### config.mk
export PLATFORM = sky130hd
export DESIGN_NAME = vga_timing_gen
export DESIGN_NICKNAME = d
export VERILOG_FILES = /design/src/rtl/vga_timing_gen.sv
export SDC_FILE = /design/constraint.sdc
export NUM_CORES = 1
export LEC_CHECK = 0
export CORE_AREA = 3 3 68 70
export CTS_BUF_LIST = sky130_fd_sc_hd__clkbuf_4 sky130_fd_sc_hd__clkbuf_8
export DETAILED_ROUTE_END_ITERATION = 12
export DIE_AREA = 0 0 71 73
export PLACE_DENSITY = 0.78
export SYNTH_ARGS = -nofsm -noshare
export SYNTH_HDL_FRONTEND = slang
export SYNTH_SLANG_ARGS = --single-unit
### constraint.sdc
create_clock -name clk -period 2.5 [get_ports clk]
set_input_delay 0.5 -clock clk [delete_from_list [all_inputs] [get_ports clk]]
set_output_delay 0.5 -clock clk [all_outputs]
set_load 0.02 [all_outputs]
### src/rtl/vga_timing_gen.sv
// vga_timing_gen: raster timing for the VGA pixel stage.
// Fetch-side coordinates lead display-side hs/vs/de by FETCH_LAT clocks.
module vga_timing_gen #(
  parameter int unsigned H_ACTIVE  = 1024,
  parameter int unsigned H_FP      = 24,
  parameter int unsigned H_SYNC    = 136,
  parameter int unsigned H_BP      = 160,
  parameter int unsigned V_ACTIVE  = 768,
  parameter int unsigned V_FP      = 3,
  parameter int unsigned V_SYNC    = 6,
  parameter int unsigned V_BP      = 29,
  parameter logic        SYNC_POL  = 1'b0,
  parameter int unsigned FETCH_LAT = 2
) (
  input  logic        clk,
  input  logic        rst,
  output logic [11:0] fetch_x,
  output logic [11:0] fetch_y,
  output logic        fetch_en,
  output logic        line_start,
  output logic        frame_start,
  output logic        hs,
  output logic        vs,
  output logic        de
);

  localparam int unsigned H_TOTAL =
    H_ACTIVE + H_FP + H_SYNC + H_BP;
  localparam int unsigned V_TOTAL =
    V_ACTIVE + V_FP + V_SYNC + V_BP;

  localparam logic [11:0] H_ACT  = 12'(H_ACTIVE);
  localparam logic [11:0] H_SY0  = 12'(H_ACTIVE + H_FP);
  localparam logic [11:0] H_SY1  = 12'(H_ACTIVE + H_FP + H_SYNC);
  localparam logic [11:0] H_LAST = 12'(H_TOTAL - 1);

  localparam logic [11:0] V_ACT  = 12'(V_ACTIVE);
  localparam logic [11:0] V_SY0  = 12'(V_ACTIVE + V_FP);
  localparam logic [11:0] V_SY1  = 12'(V_ACTIVE + V_FP + V_SYNC);
  localparam logic [11:0] V_LAST = 12'(V_TOTAL - 1);

`ifndef SYNTHESIS
  initial begin
    assert (H_TOTAL <= 4095)
      else $error("H_TOTAL exceeds 12 bits");
    assert (V_TOTAL <= 4095)
      else $error("V_TOTAL exceeds 12 bits");
    assert (FETCH_LAT >= 1 && FETCH_LAT <= 8)
      else $error("FETCH_LAT out of range");
  end
`endif

  logic [11:0] h_cnt_q;
  logic [11:0] h_cnt_d;
  logic [11:0] v_cnt_q;
  logic [11:0] v_cnt_d;
  logic        h_wrap;
  logic        v_wrap;

  // Next raster position: h wraps every line, v steps on h wrap.
  always_comb begin
    h_wrap  = (h_cnt_q == H_LAST);
    v_wrap  = (v_cnt_q == V_LAST);
    h_cnt_d = h_cnt_q + 12'd1;
    v_cnt_d = v_cnt_q;
    if (h_wrap) begin
      h_cnt_d = '0;
      v_cnt_d = v_wrap ? 12'd0 : v_cnt_q + 12'd1;
    end
  end

  // Raster counters.
  always_ff @(posedge clk) begin
    if (rst) begin
      h_cnt_q <= '0;
      v_cnt_q <= '0;
    end else begin
      h_cnt_q <= h_cnt_d;
      v_cnt_q <= v_cnt_d;
    end
  end

  logic act_d;
  logic hsr_d;
  logic vsr_d;
  logic ls_d;
  logic fs_d;

  // Region decodes of the current counter value.
  always_comb begin
    act_d = (h_cnt_q < H_ACT) && (v_cnt_q < V_ACT);
    hsr_d = (h_cnt_q >= H_SY0) && (h_cnt_q < H_SY1);
    vsr_d = (v_cnt_q >= V_SY0) && (v_cnt_q < V_SY1);
    ls_d  = (h_cnt_q == 12'd0);
    fs_d  = ls_d && (v_cnt_q == 12'd0);
  end

  logic [11:0] fx_q;
  logic [11:0] fy_q;
  logic        fe_q;
  logic        ls_q;
  logic        fs_q;
  logic        hs_raw_q;
  logic        vs_raw_q;
  logic        de_raw_q;

  // Fetch-side outputs plus undelayed display levels.
  always_ff @(posedge clk) begin
    if (rst) begin
      fx_q     <= '0;
      fy_q     <= '0;
      fe_q     <= 1'b0;
      ls_q     <= 1'b0;
      fs_q     <= 1'b0;
      hs_raw_q <= ~SYNC_POL;
      vs_raw_q <= ~SYNC_POL;
      de_raw_q <= 1'b0;
    end else begin
      fx_q     <= act_d ? h_cnt_q : 12'd0;
      fy_q     <= act_d ? v_cnt_q : 12'd0;
      fe_q     <= act_d;
      ls_q     <= ls_d;
      fs_q     <= fs_d;
      hs_raw_q <= hsr_d ? SYNC_POL : ~SYNC_POL;
      vs_raw_q <= vsr_d ? SYNC_POL : ~SYNC_POL;
      de_raw_q <= act_d;
    end
  end

  logic [FETCH_LAT-1:0] hs_dly_q;
  logic [FETCH_LAT-1:0] vs_dly_q;
  logic [FETCH_LAT-1:0] de_dly_q;

  // Delay line matching the colour lookup latency.
  always_ff @(posedge clk) begin
    if (rst) begin
      hs_dly_q <= {FETCH_LAT{~SYNC_POL}};
      vs_dly_q <= {FETCH_LAT{~SYNC_POL}};
      de_dly_q <= '0;
    end else begin
      hs_dly_q[0] <= hs_raw_q;
      vs_dly_q[0] <= vs_raw_q;
      de_dly_q[0] <= de_raw_q;
      for (int i = 1; i < FETCH_LAT; i++) begin
        hs_dly_q[i] <= hs_dly_q[i-1];
        vs_dly_q[i] <= vs_dly_q[i-1];
        de_dly_q[i] <= de_dly_q[i-1];
      end
    end
  end

  assign fetch_x     = fx_q;
  assign fetch_y     = fy_q;
  assign fetch_en    = fe_q;
  assign line_start  = ls_q;
  assign frame_start = fs_q;
  assign hs          = hs_dly_q[FETCH_LAT-1];
  assign vs          = vs_dly_q[FETCH_LAT-1];
  assign de          = de_dly_q[FETCH_LAT-1];

endmodule

== Yosys cells after proc, flatten, opt, wreduce, memory -nomap -nowiden ==
Cells that the tools add are included.

* Multiplexer cells: 3
* Add/sub/neg operators: 2
* Bitwise logic cells: 1
* $lt $le $gt $ge: 6
* Reductions and logical operators: 8
* Eq/ne operators: 2

{| class="wikitable"
|+ Operators by type and width
! kind !! number
|-
| 12-bit by 1-bit adder with 12-bit output, second input constant || 2
|-
| 12-bit logical NOT || 2
|-
| 12-bit by 10-bit less-than comparator with 1-bit output, second input constant || 2
|-
| 12-bit by 11-bit less-than comparator with 1-bit output, second input constant || 2
|-
| 12-bit by 10-bit == test with 1-bit output, second input constant || 1
|-
| 12-bit by 11-bit == test with 1-bit output, second input constant || 1
|-
| 12-bit by 10-bit >= comparator with 1-bit output, second input constant || 1
|-
| 12-bit by 11-bit >= comparator with 1-bit output, second input constant || 1
|-
| 12-bit two-way mux || 1
|-
| 1-bit logical AND || 4
|-
| 2-bit OR reduction || 2
|-
| 1-bit two-way mux || 2
|-
| 1-bit inverter || 1
|}

* Bits in registers: 59
* Output and inout port bits: 30
* Word-level logic and storage cells: 34

== Depth between registers and ports, before layout ==
* Word-level depth: 4
* Depth in mapped cells: 7
* Mapped depth without buffers: 6

== Least setup slack after synthesis ==
Ideal clock, no wire load.

* Path kind: register -> register
* From: reg h_cnt_q[6]
* To: reg v_cnt_q[4]
* Data arrival time: 2099 ps
* Buffers on the path: 2
* Period minus slack after synthesis: 2165 ps
* Required time: 2434 ps
* Setup time: 66 ps
* Setup slack: 335 ps
* Cell stages (with the launch flop): 7
* Cell sequence: dfxtp_1 > buf_6 > or4b_1 > or4_4 > buf_6 > or4_4 > a21oi_2

* Cells in the longest elaborated chain, start to end: 1

{| class="wikitable"
|+ RTL lines
! element !! RTL line !! RTL
|-
| start, declared || 53 || <nowiki>logic [11:0] h_cnt_q;</nowiki>
|-
| start signal, assigned || 78 || <nowiki>h_cnt_q <= h_cnt_d;</nowiki>
|-
| 12-bit by 11-bit == test with 1-bit output || 62 || <nowiki>h_wrap = (h_cnt_q == H_LAST);</nowiki>
|-
| end signal, assigned || 79 || <nowiki>v_cnt_q <= v_cnt_d;</nowiki>
|-
| end, declared || 55 || <nowiki>logic [11:0] v_cnt_q;</nowiki>
|}

Every way passes these cells.
A chain may end at the register's enable or synchronous reset.

== Final worst setup path ==
* From: reg h_cnt_q[6]
* To: reg v_cnt_q[11]

The elaborated chain is that of the path after synthesis.

==> results.tsv <==
stage	metric	value	unit
routing	drt_pass1_iterations	4	
final_layout	areaGrowthSynthToFinish	25.1	%
sta	finalSetupViolCount	0	
worst_setup_path	cp-start-kind	register	
routing	detail-route-antenna-nets	0	
power	power_density	689	nW/um2
global_routing	top_usage_layer	met2	
global_routing	met1_usage	0.219	
worst_setup_path	cp_max_fo	24	
die	rows	23	
sta	hold_viol	0	
logic_synthesis	async_flop_share	0	
logic_synthesis	synth-seq-cells	59	
final_layout	multi_input_area	923	um2
routing	drt_iter0_drc	130	
sta	fin_skew	6.60	ps
routing	routed_wl	4130	um
die	boundaryPins	32	
worst_setup_path	end_kind	register	
global_routing	grt_max_degree	25	
logic_synthesis	ys_seq_area_frac	0.539	
final_layout	n_antenna_cell	0	
clock_tree	post_cts_buffers	0	
die	die_y	73	um
power	p_sw_frac	0.214	
routing	viasPerCell	5.29	
global_routing	grt_pass1_wl	6780	um
logic_synthesis	syn_inst	223	
final_layout	seq_area	1180	um2
clock_tree	cts_buffer_depth	2	
min_path	hold_path_class	register to register	
clock_tree	cts_sinks	59	
sta	fmax	0.441	GHz
final_layout	drive_above_1_share	0.102	
routing	vias	1667	
power	leakagePower	1.01	nW
place	place_ws	263	ps
flow_run	drv_cap	0	
clock_tree	cts_resized	0	
clock_tree	ctsHoldBuffers	0	
power	p_clk_frac	0.449	
final_layout	nets	268	
global_routing	use_met3	0.0675	
sta	period_share	0.907	
clock_tree	clockRootBuffer	clkbuf_8	
place	io_buffers	31	
logic_synthesis	netlist_area	2190	um2
clock_tree	insertion_delay	330	ps
place	dp_hpwl	2810	um
logic_synthesis	synth.avg_cell_area	9.82	um2
global_routing	antenna_found_initial	0	
clock_tree	cts.clk_slew.worst_paths	70	ps
global_routing	overflow	0	
worst_setup_path	critPathKind	register to register	
sta	fin_setup_tns	0	ps
final_layout	nFillCells	331	
clock_tree	cts_tree	done	
logic_synthesis	synth_cell_type_count	36	
global_routing	grt.total_usage	0.172	
die	die-area	5180	um2
power	max-vdd-ir-drop	279	uV
sta	period_needed	2270	ps
logic_synthesis	synth_edf_count	0	
power	seq_power_share	0.511	
die	core_area	4030	um2
global_routing	grt_pass1_vias	1445	
worst_setup_path	crit_arrival	2530	ps
routing	drc	0	
power	switchingPower	0.405	mW
power	p_int	1.48	mW
worst_setup_path	r2r_setup_slack	230	ps
sta	rsz0062_at_grt	false	
logic_synthesis	yosysWarningCount	0	
outcome	outcome	finished clean	
clock_tree	htree_levels	3	
clock_tree	numCtsBuffers	9	
die	fp.dieW	71	um
global_routing	use_met2	0.249	
sta	finalMaxSlewViolations	0	
logic_synthesis	synth_top_flop_cell	dfxtp_1	
worst_setup_path	critical_path_required	2760	ps
routing	wl_per_cell	13.1	um
power	power_frac_comb	0.040	
sta	fin_ws	231	ps
place	routabilityCongestion	0.819	
die	start_util	0.543	
[registers in the layout, summed over array words and instances (netlist names), 2 cells and up]
register and count:
h_cnt_q 12, vs_dly_q 2, de_dly_q 2, fetch_y 12, hs_dly_q 2, v_cnt_q 12, fetch_x 12
[metrics by stage]
stage	total power [mW]	utilization	instances	instance area, um2	hold slack (ps)
finish	1.89	0.680	315	2740	415
global route	1.96	0.680	315	2740	430
CTS	1.90	0.680	315	2740	418
detailed placement	1.06	0.631	299	2540	404
global placement	1.06	0.631	299	2540	391
floorplan	1.02	-	226	2200	389
[layout make-up]
class	count	share of cell area
Clock buffer	11	0.0530
Timing Repair Buffer	35	0.124
Tap cell	50	0.0228
Clock inverter	5	0.0192
Inverter	9	0.0123
Multi-Input combinational cell	146	0.337
Sequential cell	59	0.431
[layer usage]
metal | routed length (um) | part of all wire | vias up
met5 | 0 | 0 | -
met2 | 1840 | 0.45 | 64
met4 | 76 | 0.018 | 0
li1 | - | - | 835
met1 | 1920 | 0.46 | 758
met3 | 300 | 0.073 | 10
[power groups by stage]
stage	sequential [mW]	combinational, mW	clock, mW
after floorplan	0.997	0.0268	0
after global placement	0.985	0.0736	0
after detailed placement	0.985	0.0748	0
after CTS	0.964	0.0746	0.862
after global routing	0.965	0.0806	0.914
final	0.964	0.0746	0.848
[placed cells by master, fill, tap and decap left out, types with 2 or more instances in the layout]
cell / n
inv_1: 9
o21ai_0: 6
nand2_1: 6
a21oi_1: 9
xnor2_1: 10
and3_1: 2
o31ai_1: 5
nor2b_1: 3
or2_2: 4
or4_1: 7
nor4_1: 4
nor3_1: 10
nor2_1: 16
buf_4: 4
nand3_1: 11
clkdlybuf4s50_1: 31
nand4_1: 4
conb_1: 4
or3_1: 5
clkbuf_8: 10
or4_4: 2
ha_1: 6
and2_1: 20
dfxtp_1: 59
clkinv_2: 3
[worst max-delay path, cell delays in order (launching register included)]
cell,delay [ps]
dfxtp_1,390
or4b_1,540
or4_4,570
or4_1,550
a21oi_1,160
[cells in the mapped netlist, types with 3 or more instances]
cell type	number	area share
a21oi_1	9	0.021
and2_1	20	0.057
clkbuf_1	8	0.014
dfxtp_1	59	0.54
ha_1	6	0.034
inv_1	9	0.015
nand2_1	6	0.010
nand3_1	11	0.025
nand4_1	4	0.011
nor2_1	16	0.027
nor2b_1	3	0.0086
nor3_1	10	0.023
nor4_1	4	0.011
o21ai_0	6	0.014
o31ai_1	5	0.017
or2_2	4	0.011
or3_1	5	0.014
or4_1	7	0.024
xnor2_1	10	0.040
[kinds of logic after synthesis]
kind of cell,after synthesis,synth area share
other,1,0.00171
and+or+nand+nor,100,0.264
adders and majority gates,6,0.0343
xor gates and xnor gates,11,0.0440
muxes,1,0.00457
AOI/OAI and AO/OA,24,0.0680
DFF,59,0.539
buffers and inverters,21,0.0440
[path summary, 6_finish.rpt]
kind                                 start     endpoint  cells past startpoint
worst max-delay path            h_cnt_q[6]  v_cnt_q[11]                      4
worst min-delay path              hs_raw_q  hs_dly_q[0]                      1
worst max register to register  h_cnt_q[6]  v_cnt_q[11]                      4
worst min register to register    hs_raw_q  hs_dly_q[0]                      1
No activity file was read; power rests on OpenSTA's default activity.
